<file path="src/rtl/muldiv_pkg.sv">
// Shared types and helpers for the RV32M multiply/divide sequencer.
// Op codes mirror funct3 of OP (0110011) with funct7=0000001.
package muldiv_pkg;

  localparam int XLEN_DEF = 32;

  typedef enum logic [2:0] {
    OP_MUL    = 3'd0,
    OP_MULH   = 3'd1,
    OP_MULHSU = 3'd2,
    OP_MULHU  = 3'd3,
    OP_DIV    = 3'd4,
    OP_DIVU   = 3'd5,
    OP_REM    = 3'd6,
    OP_REMU   = 3'd7
  } muldiv_op_e;

  typedef enum logic [1:0] {
    IDLE = 2'd0,
    BUSY = 2'd1,
    DONE = 2'd2
  } muldiv_state_e;

  function automatic logic is_signed_a(input muldiv_op_e op);
    return (op == OP_MULH) || (op == OP_MULHSU) || (op == OP_DIV) || (op == OP_REM);
  endfunction

  function automatic logic is_signed_b(input muldiv_op_e op);
    return (op == OP_MULH) || (op == OP_DIV) || (op == OP_REM);
  endfunction

  function automatic logic is_div(input muldiv_op_e op);
    return op[2];
  endfunction

  function automatic logic is_rem(input muldiv_op_e op);
    return op[2] & op[1];
  endfunction

endpackage

</file>
<file path="src/rtl/muldiv_step.sv">
// One iteration of the unsigned datapath: shift-add multiply or restoring divide.
// {hi, lo} is the product accumulator (multiply) or {remainder, dividend/quotient} (divide).
module muldiv_step
  import muldiv_pkg::*;
#(
  parameter int XLEN = XLEN_DEF
) (
  input  logic            div,
  input  logic [XLEN-1:0] operand,
  input  logic [XLEN-1:0] hi_in,
  input  logic [XLEN-1:0] lo_in,
  output logic [XLEN-1:0] hi_out,
  output logic [XLEN-1:0] lo_out
);

  logic [XLEN:0] sum;
  logic [XLEN:0] shifted;
  logic [XLEN:0] diff;

  always_comb begin
    sum     = {1'b0, hi_in} + (lo_in[0] ? {1'b0, operand} : '0);
    shifted = {hi_in, lo_in[XLEN-1]};
    diff    = shifted - {1'b0, operand};
    hi_out  = sum[XLEN:1];
    lo_out  = {sum[0], lo_in[XLEN-1:1]};
    if (div) begin
      // remainder stays below the divisor, so diff's top bit is a clean borrow flag
      if (!diff[XLEN]) begin
        hi_out = diff[XLEN-1:0];
        lo_out = {lo_in[XLEN-2:0], 1'b1};
      end else begin
        hi_out = shifted[XLEN-1:0];
        lo_out = {lo_in[XLEN-2:0], 1'b0};
      end
    end
  end

endmodule

</file>
<file path="src/rtl/muldiv_seq.sv">
// Multi-cycle RV32M MUL/DIV sequencer beside the EX ALU; iterates on unsigned magnitudes.
// Optional MULDIV_EARLY_OUT_EN: divide-by-zero and signed overflow skip iteration.
module muldiv_seq
  import muldiv_pkg::*;
#(
  parameter int XLEN           = XLEN_DEF,
  parameter int BITS_PER_CYCLE = 1
) (
  input  logic            clk,
  input  logic            rst,
  input  logic            in_valid,
  output logic            in_ready,
  input  logic [2:0]      in_op,
  input  logic [XLEN-1:0] in_rs1,
  input  logic [XLEN-1:0] in_rs2,
  input  logic            flush,
  output logic            stall,
  output logic            out_valid,
  input  logic            out_ready,
  output logic [XLEN-1:0] out_result
);

  localparam int ITERS = XLEN / BITS_PER_CYCLE;
  localparam int CNT_W = (ITERS > 1) ? $clog2(ITERS) : 1;
  localparam logic [CNT_W-1:0] CNT_LAST = CNT_W'(ITERS - 1);
  localparam logic [CNT_W-1:0] CNT_EARLY = CNT_W'(1);

  muldiv_state_e   state, state_next;
  logic [CNT_W-1:0] cnt;
  muldiv_op_e      op_q;
  logic [XLEN-1:0] b_mag, hi, lo, result;
  logic            neg, special;

  muldiv_op_e      op_in;
  logic            a_neg, b_neg, b_zero, overflow_in, special_in, neg_in, accept, last_iter;
  logic [XLEN-1:0] a_mag, b_mag_in;

  logic [XLEN-1:0] hi_ch [BITS_PER_CYCLE+1];
  logic [XLEN-1:0] lo_ch [BITS_PER_CYCLE+1];
  logic [XLEN-1:0] fin_hi, fin_lo, div_pick;
  logic [2*XLEN-1:0] prod, prod_fix;
  logic [XLEN-1:0] result_next;

  // operand capture
  always_comb begin
    op_in       = muldiv_op_e'(in_op);
    a_neg       = is_signed_a(op_in) & in_rs1[XLEN-1];
    b_neg       = is_signed_b(op_in) & in_rs2[XLEN-1];
    a_mag       = a_neg ? (~in_rs1 + 1'b1) : in_rs1;
    b_mag_in    = b_neg ? (~in_rs2 + 1'b1) : in_rs2;
    b_zero      = (in_rs2 == '0);
    overflow_in = is_div(op_in) & is_signed_b(op_in) & (in_rs1 == {1'b1, {(XLEN-1){1'b0}}})
                  & (in_rs2 == '1);
    // a zero divisor yields an all-ones quotient, so only the remainder keeps a sign
    if (is_rem(op_in)) neg_in = a_neg;
    else               neg_in = (a_neg ^ b_neg) & ~(is_div(op_in) & b_zero);
  end

`ifdef MULDIV_EARLY_OUT_EN
  assign special_in = is_div(op_in) & (b_zero | overflow_in);
`else
  assign special_in = 1'b0;
`endif

  assign accept    = in_valid & in_ready & ~flush;
  assign last_iter = (state == BUSY) && (cnt == (special ? CNT_EARLY : CNT_LAST));

  assign hi_ch[0] = hi;
  assign lo_ch[0] = lo;
  for (genvar g = 0; g < BITS_PER_CYCLE; g++) begin : g_step
    muldiv_step #(.XLEN(XLEN)) u_step (
      .div    (is_div(op_q)),
      .operand(b_mag),
      .hi_in  (hi_ch[g]),
      .lo_in  (lo_ch[g]),
      .hi_out (hi_ch[g+1]),
      .lo_out (lo_ch[g+1])
    );
  end

  // sign fix-up on the final iteration's outputs
  always_comb begin
    fin_hi   = special ? hi : hi_ch[BITS_PER_CYCLE];
    fin_lo   = special ? lo : lo_ch[BITS_PER_CYCLE];
    prod     = {fin_hi, fin_lo};
    prod_fix = neg ? (~prod + 1'b1) : prod;
    div_pick = is_rem(op_q) ? fin_hi : fin_lo;
    if (is_div(op_q))       result_next = neg ? (~div_pick + 1'b1) : div_pick;
    else if (op_q == OP_MUL) result_next = prod_fix[XLEN-1:0];
    else                    result_next = prod_fix[2*XLEN-1:XLEN];
  end

  always_ff @(posedge clk) begin
    if (rst) state <= IDLE;
    else     state <= state_next;
  end

  always_comb begin
    state_next = state;
    if (flush) state_next = IDLE;
    else begin
      case (state)
        IDLE:    if (in_valid) state_next = BUSY;
        BUSY:    if (last_iter) state_next = DONE;
        DONE:    if (out_ready) state_next = IDLE;
        default: state_next = IDLE;
      endcase
    end
  end

  always_comb begin
    in_ready  = (state == IDLE);
    out_valid = (state == DONE);
    stall     = (in_valid & in_ready) | (state == BUSY) | ((state == DONE) & ~out_ready);
  end

  assign out_result = result;

  always_ff @(posedge clk) begin
    if (rst) begin
      cnt     <= '0;
      op_q    <= OP_MUL;
      b_mag   <= '0;
      hi      <= '0;
      lo      <= '0;
      neg     <= 1'b0;
      special <= 1'b0;
      result  <= '0;
    end else if (flush) begin
      cnt <= '0;
    end else if (accept) begin
      cnt     <= '0;
      op_q    <= op_in;
      b_mag   <= b_mag_in;
      neg     <= neg_in;
      special <= special_in;
      // special ops are preloaded so the normal fix-up yields their fixed answer
      if (special_in) begin
        hi <= b_zero ? a_mag : '0;
        lo <= b_zero ? '1 : a_mag;
      end else begin
        hi <= '0;
        lo <= a_mag;
      end
    end else if (state == BUSY) begin
      if (!special) begin
        hi <= hi_ch[BITS_PER_CYCLE];
        lo <= lo_ch[BITS_PER_CYCLE];
      end
      if (last_iter) begin
        cnt    <= '0;
        result <= result_next;
      end else begin
        cnt <= cnt + 1'b1;
      end
    end
  end

endmodule

</file>
<file path="config.mk">
export PLATFORM = sky130hd
export DESIGN_NAME = muldiv_seq
export DESIGN_NICKNAME = d
export VERILOG_FILES = /design/src/rtl/muldiv_pkg.sv /design/src/rtl/muldiv_step.sv /design/src/rtl/muldiv_seq.sv
export SDC_FILE = /design/constraint.sdc
export NUM_CORES = 1
export LEC_CHECK = 0
export ABC_AREA = 1
export BUFFER_PORTS_ARGS = -buffer_cell sky130_fd_sc_hd__buf_2
export CAP_MARGIN = 20
export CORE_UTILIZATION = 30
export CTS_BUF_LIST = sky130_fd_sc_hd__clkbuf_8
export CTS_CLUSTER_SIZE = 25
export DETAILED_ROUTE_END_ITERATION = 10
export PLACE_DENSITY = 0.56
export SYNTH_ARGS = -nofsm -noshare
export SYNTH_HDL_FRONTEND = slang
export SYNTH_SLANG_ARGS = --single-unit
</file>
<file path="constraint.sdc">
create_clock -name clk -period 3.9 [get_ports clk]
set_input_delay 0.78 -clock clk [delete_from_list [all_inputs] [get_ports clk]]
set_output_delay 0.78 -clock clk [all_outputs]
set_load 0.03 [all_outputs]
</file>
==> After elaboration in Yosys (flattened, before gate mapping) <==
Cells that the tools add are included.
{ "word_totals": {"wordCells": 83, "inputBits": 72, "output_inout_bits": 35, "register_bits": 139} }
{ "classes": {"bitwise": 20, "eq_ne": 10, "n_mux": 22, "add_sub_neg": 7, "n_reduce_logical": 16} }
{ "ops": {"columns": ["cell", "n"], "rows": [
  ["$mux 32", 14],
  ["$add 32x1->32 const B", 3],
  ["$not 32->32", 3],
  ["$add 64x1->64 const B", 1],
  ["$mux 64", 1],
  ["$not 64->64", 1],
  ["$add 32x33->33", 1],
  ["$sub 33x32->33", 1],
  ["$logic_not 32->1", 1],
  ["$and 1x1->1", 9],
  ["$eq 3x3->1 const B", 2],
  ["$mux 2", 3],
  ["$pmux 2 s3", 1],
  ["$add 5x1->5 const B", 1],
  ["$eq 5x5->1 const B", 1],
  ["$logic_or 1x1->1", 5],
  ["$mux 5", 1],
  ["$ne 2x2->1 const B", 2],
  ["$not 1->1", 4],
  ["$reduce_and 2->1", 2],
  ["$reduce_and 4->1", 1],
  ["$eq 3x1->1 const B", 1],
  ["$eq 3x2->1 const B", 1],
  ["$logic_not 3->1", 1],
  ["other kinds (12)", 14]
]} }

==> Logic depth before layout (Yosys ltp) <==
{ "depth": {"depth_word": 8, "depth_mapped": 34, "depth_no_buf": 34} }

==> Hierarchy <==
A second synthesis with hierarchy kept.
{ "unflattened": {"cells_unflattened": 3286, "hier_area_um2": 17415.5} }
{ "modules_own_cells": {"columns": ["mod", "instances", "area_each_um2", "seq_area_each_um2", "cells_each"], "rows": [
  ["muldiv_seq", 1, 11157.0, 2782.7, 1983],
  ["muldiv_step", 1, 6258.5, 0.0, 1303]
]} }

==> Least setup slack after synthesis <==
Ideal clock, no wire load.
{ "synth_path": {"path_kind": "register to register", "start": "register lo[31]", "end": "register result[28] (netlist: out_result[28])", "required_time_ps": 3833, "setup_ps": 67, "period_less_slack_ps": 3763, "arrival_ps": 3696, "n_path_buf": 0, "slack_ps": 137, "stages_incl_launch_ff": 35, "path_cell_list": "dfxtp_1 inv_1 ha_1 inv_1 fa_1 nand2_1 nand2_1 nand3_1 nand2_2 nand2_1 nand2_2 nand2_4 nand2_4 nand2_4 nand2_4 nand2_4 o21ai_4 inv_2 ha_1 nand4_1 nor2_2 nand2_2 nor2_2 nand3_2 nor3_2 nand3_1 nor2_1 nand3_2 nand2_4 nand2_1 nand2_1 nand3_1 a21oi_1 nand2_1 a21oi_2"} }
{ "synth_between": {"elab_chain_len": 8, "word_cells_on_any_way": 14, "cone_classes": "add/sub (3); mux (9); bitwise (2)"} }
{ "synth_rtl": {"columns": ["element", "line", "source"], "rows": [
  ["start: declaration", "muldiv_seq.sv:31", "logic [XLEN-1:0] b_mag, hi, lo, result;"],
  ["start signal: assignment", "muldiv_seq.sv:140", "lo <= b_zero ? '1 : a_mag;"],
  ["start signal: assignment", "muldiv_seq.sv:143", "lo <= a_mag;"],
  ["start signal: assignment", "muldiv_seq.sv:148", "lo <= lo_ch[BITS_PER_CYCLE];"],
  ["$sub 33x32->33", "muldiv_step.sv:23", "diff = shifted - {1'b0, operand};"],
  ["$mux 1 or $mux 32 (tied branches)", "muldiv_step.sv:28", "if (!diff[XLEN]) begin"],
  ["$mux 32", "muldiv_step.sv:26", "if (div) begin"],
  ["$not 64->64 or $mux 32 (tied branches)", "muldiv_seq.sv:86, muldiv_seq.sv:87", null],
  ["$add 64x1->64 or $not 32->32 (tied branches)", "muldiv_seq.sv:86, muldiv_seq.sv:88", null],
  ["$mux 64 or $add 32x1->32 (tied branches)", "muldiv_seq.sv:86, muldiv_seq.sv:88", null],
  ["$mux 32 (on tied branches)", "muldiv_seq.sv:89, muldiv_seq.sv:88", null],
  ["$mux 32 *", "muldiv_seq.sv:88", "if (is_div(op_q)) result_next = neg ? (~div_pick + 1'b1) : div_pick;"],
  ["end signal: assignment", "muldiv_seq.sv:152", "result <= result_next;"],
  ["end: declaration", "muldiv_seq.sv:31", null]
]} }
Mark *: on every way between the ends. The rest lies on a longest branch, timed or not.
A chain may end at the register's enable or synchronous reset.

==> Worst setup path in the final report <==
{ "layout_path": {"start": "register hi[28]", "end": "register result[18] (netlist: out_result[18])"} }
{ "layout_between": {"elab_chain_len": 8, "word_cells_on_any_way": 14, "cone_classes": "add/sub (3); mux (9); bitwise (2)"} }
{ "layout_rtl": {"columns": ["element", "line", "source"], "rows": [
  ["start: declaration", "muldiv_seq.sv:31", null],
  ["start signal: assignment", "muldiv_seq.sv:139", "hi <= b_zero ? a_mag : '0;"],
  ["start signal: assignment", "muldiv_seq.sv:147", "hi <= hi_ch[BITS_PER_CYCLE];"],
  ["$sub 33x32->33 *", "muldiv_step.sv:23", null],
  ["$mux 1 or $mux 32 (tied branches)", "muldiv_step.sv:28", null],
  ["$mux 32", "muldiv_step.sv:26", null],
  ["$not 64->64 or $mux 32 (tied branches)", "muldiv_seq.sv:86, muldiv_seq.sv:87", null],
  ["$add 64x1->64 or $not 32->32 (tied branches)", "muldiv_seq.sv:86, muldiv_seq.sv:88", null],
  ["$mux 64 or $add 32x1->32 (tied branches)", "muldiv_seq.sv:86, muldiv_seq.sv:88", null],
  ["$mux 32 (on tied branches)", "muldiv_seq.sv:89, muldiv_seq.sv:88", null],
  ["$mux 32 *", "muldiv_seq.sv:88", null]
]} }
Marked as above.

==> metrics.md <==
| Metric | Value |
|---|---|
| Antenna Nets Post-Route | 0 |
| Cell Pwr Density | between 200 and 250 nW/um^2 |
| Fill count | 6250 |
| DRC Markers | 0 |
| Yosys warns | 0 |
| WP buf/inv | 4 |
| I/O pin cnt | approximately 110 |
| Design area | 21400 um^2 |
| Class of the worst hold path | reg -> reg |
| Crit path kind | reg -> reg |
| Async SR Flop Fraction | 0 |
| Clk pwr share | 0.255 |
| Placer Congestion | 1.03 |
| Multi-input combinational cell area | 12600 um^2 |
| Layout cell share with drive strength beyond 1 | 0.207 |
| LEAKAGE | 10.9 nW |
| Largest stage delay, worst path | 0.51 ns |
| Max Cap Violations | 0 |
| Outcome | finished clean |
| Starting DRT DRC Count | 2048 |
| Worst path most repeated cell | nand2_4 |
| Vias after detailed routing | 21100 |
| Die Ht | 240 um |
| Adder-cell area share of the yosys netlist | 0.0541 |
| Die W | 240 um |
| Die area | between 50000 and 60000 um^2 |
| Register area | 2810 um^2 |
| Post-synthesis sequential area ratio | 0.164 |
| Total gr overflow | 0 |
| Starting density of the core | 0.306 |
| Maximum VDD drop | 231 uV |
| Syn Nets | 3257 |
| Part of the power in combinational logic | 0.440 |
| Reg2reg setup slack | 0.02 ns |
| Fin Hold WS | 0.467 ns |
| Worst Setup Start Kind | flip-flop |
| Largest net degree at the start of global routing | 73 |
| CP Data Arrival Time | 4.34 ns |
| Switch Pwr | 2.12 mW |
| CTS Sinks | 139 |
| H-tree levels | 4 |
| P_int | 2.81 mW |
| CTS tree | done |
| Syn Inst Count | 3113 |
| Slowest CP cell | dfxtp_1 |
| CTS buffer count | 17 |
| Post-synthesis simple-gate area fraction | 0.432 |
| Cell Rows | 86 |
| Crit path required time | 4.36 ns |
| CTS root buf | clkbuf_8 |
| Antenna violations before repair | 2 |
| All-Layer GR Usage | 0.269 |
| Core area | 55400 um^2 |
| Highest Clock Rate | between 200 and 300 MHz |
| IO Port Bufs | 106 |
| Top FF cell, synth | dfxtp_1 |
| Net count, final | 3578 |
| Period minus WS final | just under 4 ns |
| Buffer depth of the longest clock path | 2 |
| Final Setup Violations | 0 |
| Yosys reg bits | 139 |
| Final Hold Fails | 0 |
| Vias in the first global route | 19600 |
| Worst slew pin tran | 1.06 ns |
| Hold bufs inserted after CTS | 0 |
| Layout area overhead | 26.2% |
| Sw frac | 0.430 |
| Worst-path clk slew | 0.11 ns |
| Placed cell areas | 20100 um^2 |
| Relative slew slack | 0.288 |
| Endpoint type of the worst setup path | flip-flop |
| Synthesized cell area | 16900 um^2 |
| First-pass GRT wire length | roughly 120000 um |
| Initial DRT Pass Iterations | 5 |
| Post-synth cell types | 56 |
| Synth Area in XOR/XNOR | 0.0398 |
| Worst clock skew | 0.0304 ns |
| EDFF count, synth | 0 |
| Count of pins over their slew limit | 0 |
| Post-synthesis area per instance | 5.44 um^2 |
| Sequential power share | 0.305 |
| Crit path max-delay family | simple AND/OR/NAND/NOR gates |
| RSZ-0062 raised after global routing | true |
| Post-synthesis mux area share | 0 |
| Compound-Gate Fraction of Synth Area | 0.181 |
| Final WL | 76900 um |
| Largest family of logic cells by synthesized area | simple AND/OR/NAND/NOR gates |
| Avg Vias per Cell | 5.04 |
| Worst skew pair latency | 0.54 ns |
| Placed wire-length estimate | 62800 um |
| CP max FO | 5 |
| Final period util | 0.995 |
| DR WL/cell | about 18 um |
## repair_timing
action / in CTS / in global routing
pin swaps: 15 / 42
cloned: 1 / 0
setup buffers: 14 / 9
setup endpoints to repair: 6 / 30
resized for setup: 24 / 158
## area by class of cell
type,count,share of cell area
clock buffer,17,0.0110
inverter,446,0.0785
timing repair buffer,412,0.137
clock inverter,15,0.00703
antenna,1,0.000117
sequential,139,0.131
tap,748,0.0438
multi-input combinational,2418,0.591
## flip-flops by register name, indices dropped and copies added, names as in the netlist
name / flops
op_q: 3
b_mag: 32
lo: 32
neg: 1
out_result: 32
state: 2
hi: 32
cnt: 5
## placed cells by master (no fill, tap or decap), drive strengths merged, types with 15 or more instances in the layout
cell / instances
clkbuf: 17
nand3b: 22
nand4: 41
buf: 412
nor3: 45
inv: 448
xnor2: 30
or2: 15
nand3: 223
nand2: 1002
a31oi: 15
ha: 70
a21oi: 271
o21ai: 236
xor2: 47
dfxtp: 139
nor2: 334
## worst min-delay path, stage by stage (launching register included)
cell	delay (ns)
dfxtp_1	0.32
nand2_1	0.06
a21oi_1	0.05
## metrics by stage
| step | instances | utilization | setup TNS (ns) | worst slack, ns | total power, mW |
|---|---|---|---|---|---|
| finish | 4196 | 0.386 | 0 | 0.0188 | 4.92 |
| global route | 4196 | 0.386 | -2.08 | -0.228 | 5.21 |
| CTS | 4187 | 0.373 | -0.0124 | -0.0124 | 4.81 |
| detailed placement | 4140 | 0.363 | -0.118 | -0.0576 | 3.51 |
| global placement | 4140 | 0.363 | 0 | 0.0342 | 3.52 |
| floorplan | 3113 | - | 0 | 0.137 | 2.74 |
## synthesized netlist by cell type, drive strengths merged, types with 4 or more instances
cell type	instances	area, um^2
a21o	8	60.1
a21oi	271	1380
a31oi	15	93.8
buf	42	258
clkbuf	69	259
clkinv	4	15.0
dfxtp	139	2780
ha	70	876
inv	442	1660
nand2	1001	3920
nand3	223	1180
nand3b	22	165
nand4	41	257
nor2	334	1350
nor3	45	235
nor4	10	62.6
o211ai	8	60.1
o21ai	236	1220
o21bai	8	60.1
o221ai	4	35.0
o31ai	4	30.0
or2	15	93.8
xnor2	30	263
xor2	47	412
## power groups by stage
stage | combinational [mW] | sequential, mW | clock, mW
2_1_floorplan | 1.22 | 1.52 | 0
3_3_place_gp | 1.99 | 1.53 | 0
3_5_place_dp | 1.98 | 1.53 | 0
4_1_cts | 2.03 | 1.50 | 1.28
5_1_grt | 2.37 | 1.51 | 1.33
6_report | 2.17 | 1.50 | 1.26
## kinds of logic after synthesis
group / Yosys count
buffers and inverters: 557
AND/OR/NAND/NOR: 1698
XOR/XNOR: 77
adder cells (fa/ha/maj): 72
flip-flops: 139
AO/OA/AOI/OAI: 570
## routing by layer
metal | part of all wire | GRT usage
met5 | 0 | 0
met4 | 0.040 | 0.111
met3 | 0.076 | 0.0338
met2 | 0.43 | 0.410
met1 | 0.46 | 0.378
## path summary, 6_finish.rpt
kind / depth (start not counted) / start / endpoint
max: 30 / hi[28] / out_result[18]
min: 2 / out_result[6] / out_result[6]
max reg2reg: 30 / hi[28] / out_result[18]
min reg2reg: 2 / out_result[6] / out_result[6]
Power figures use the tool's default switching activity.
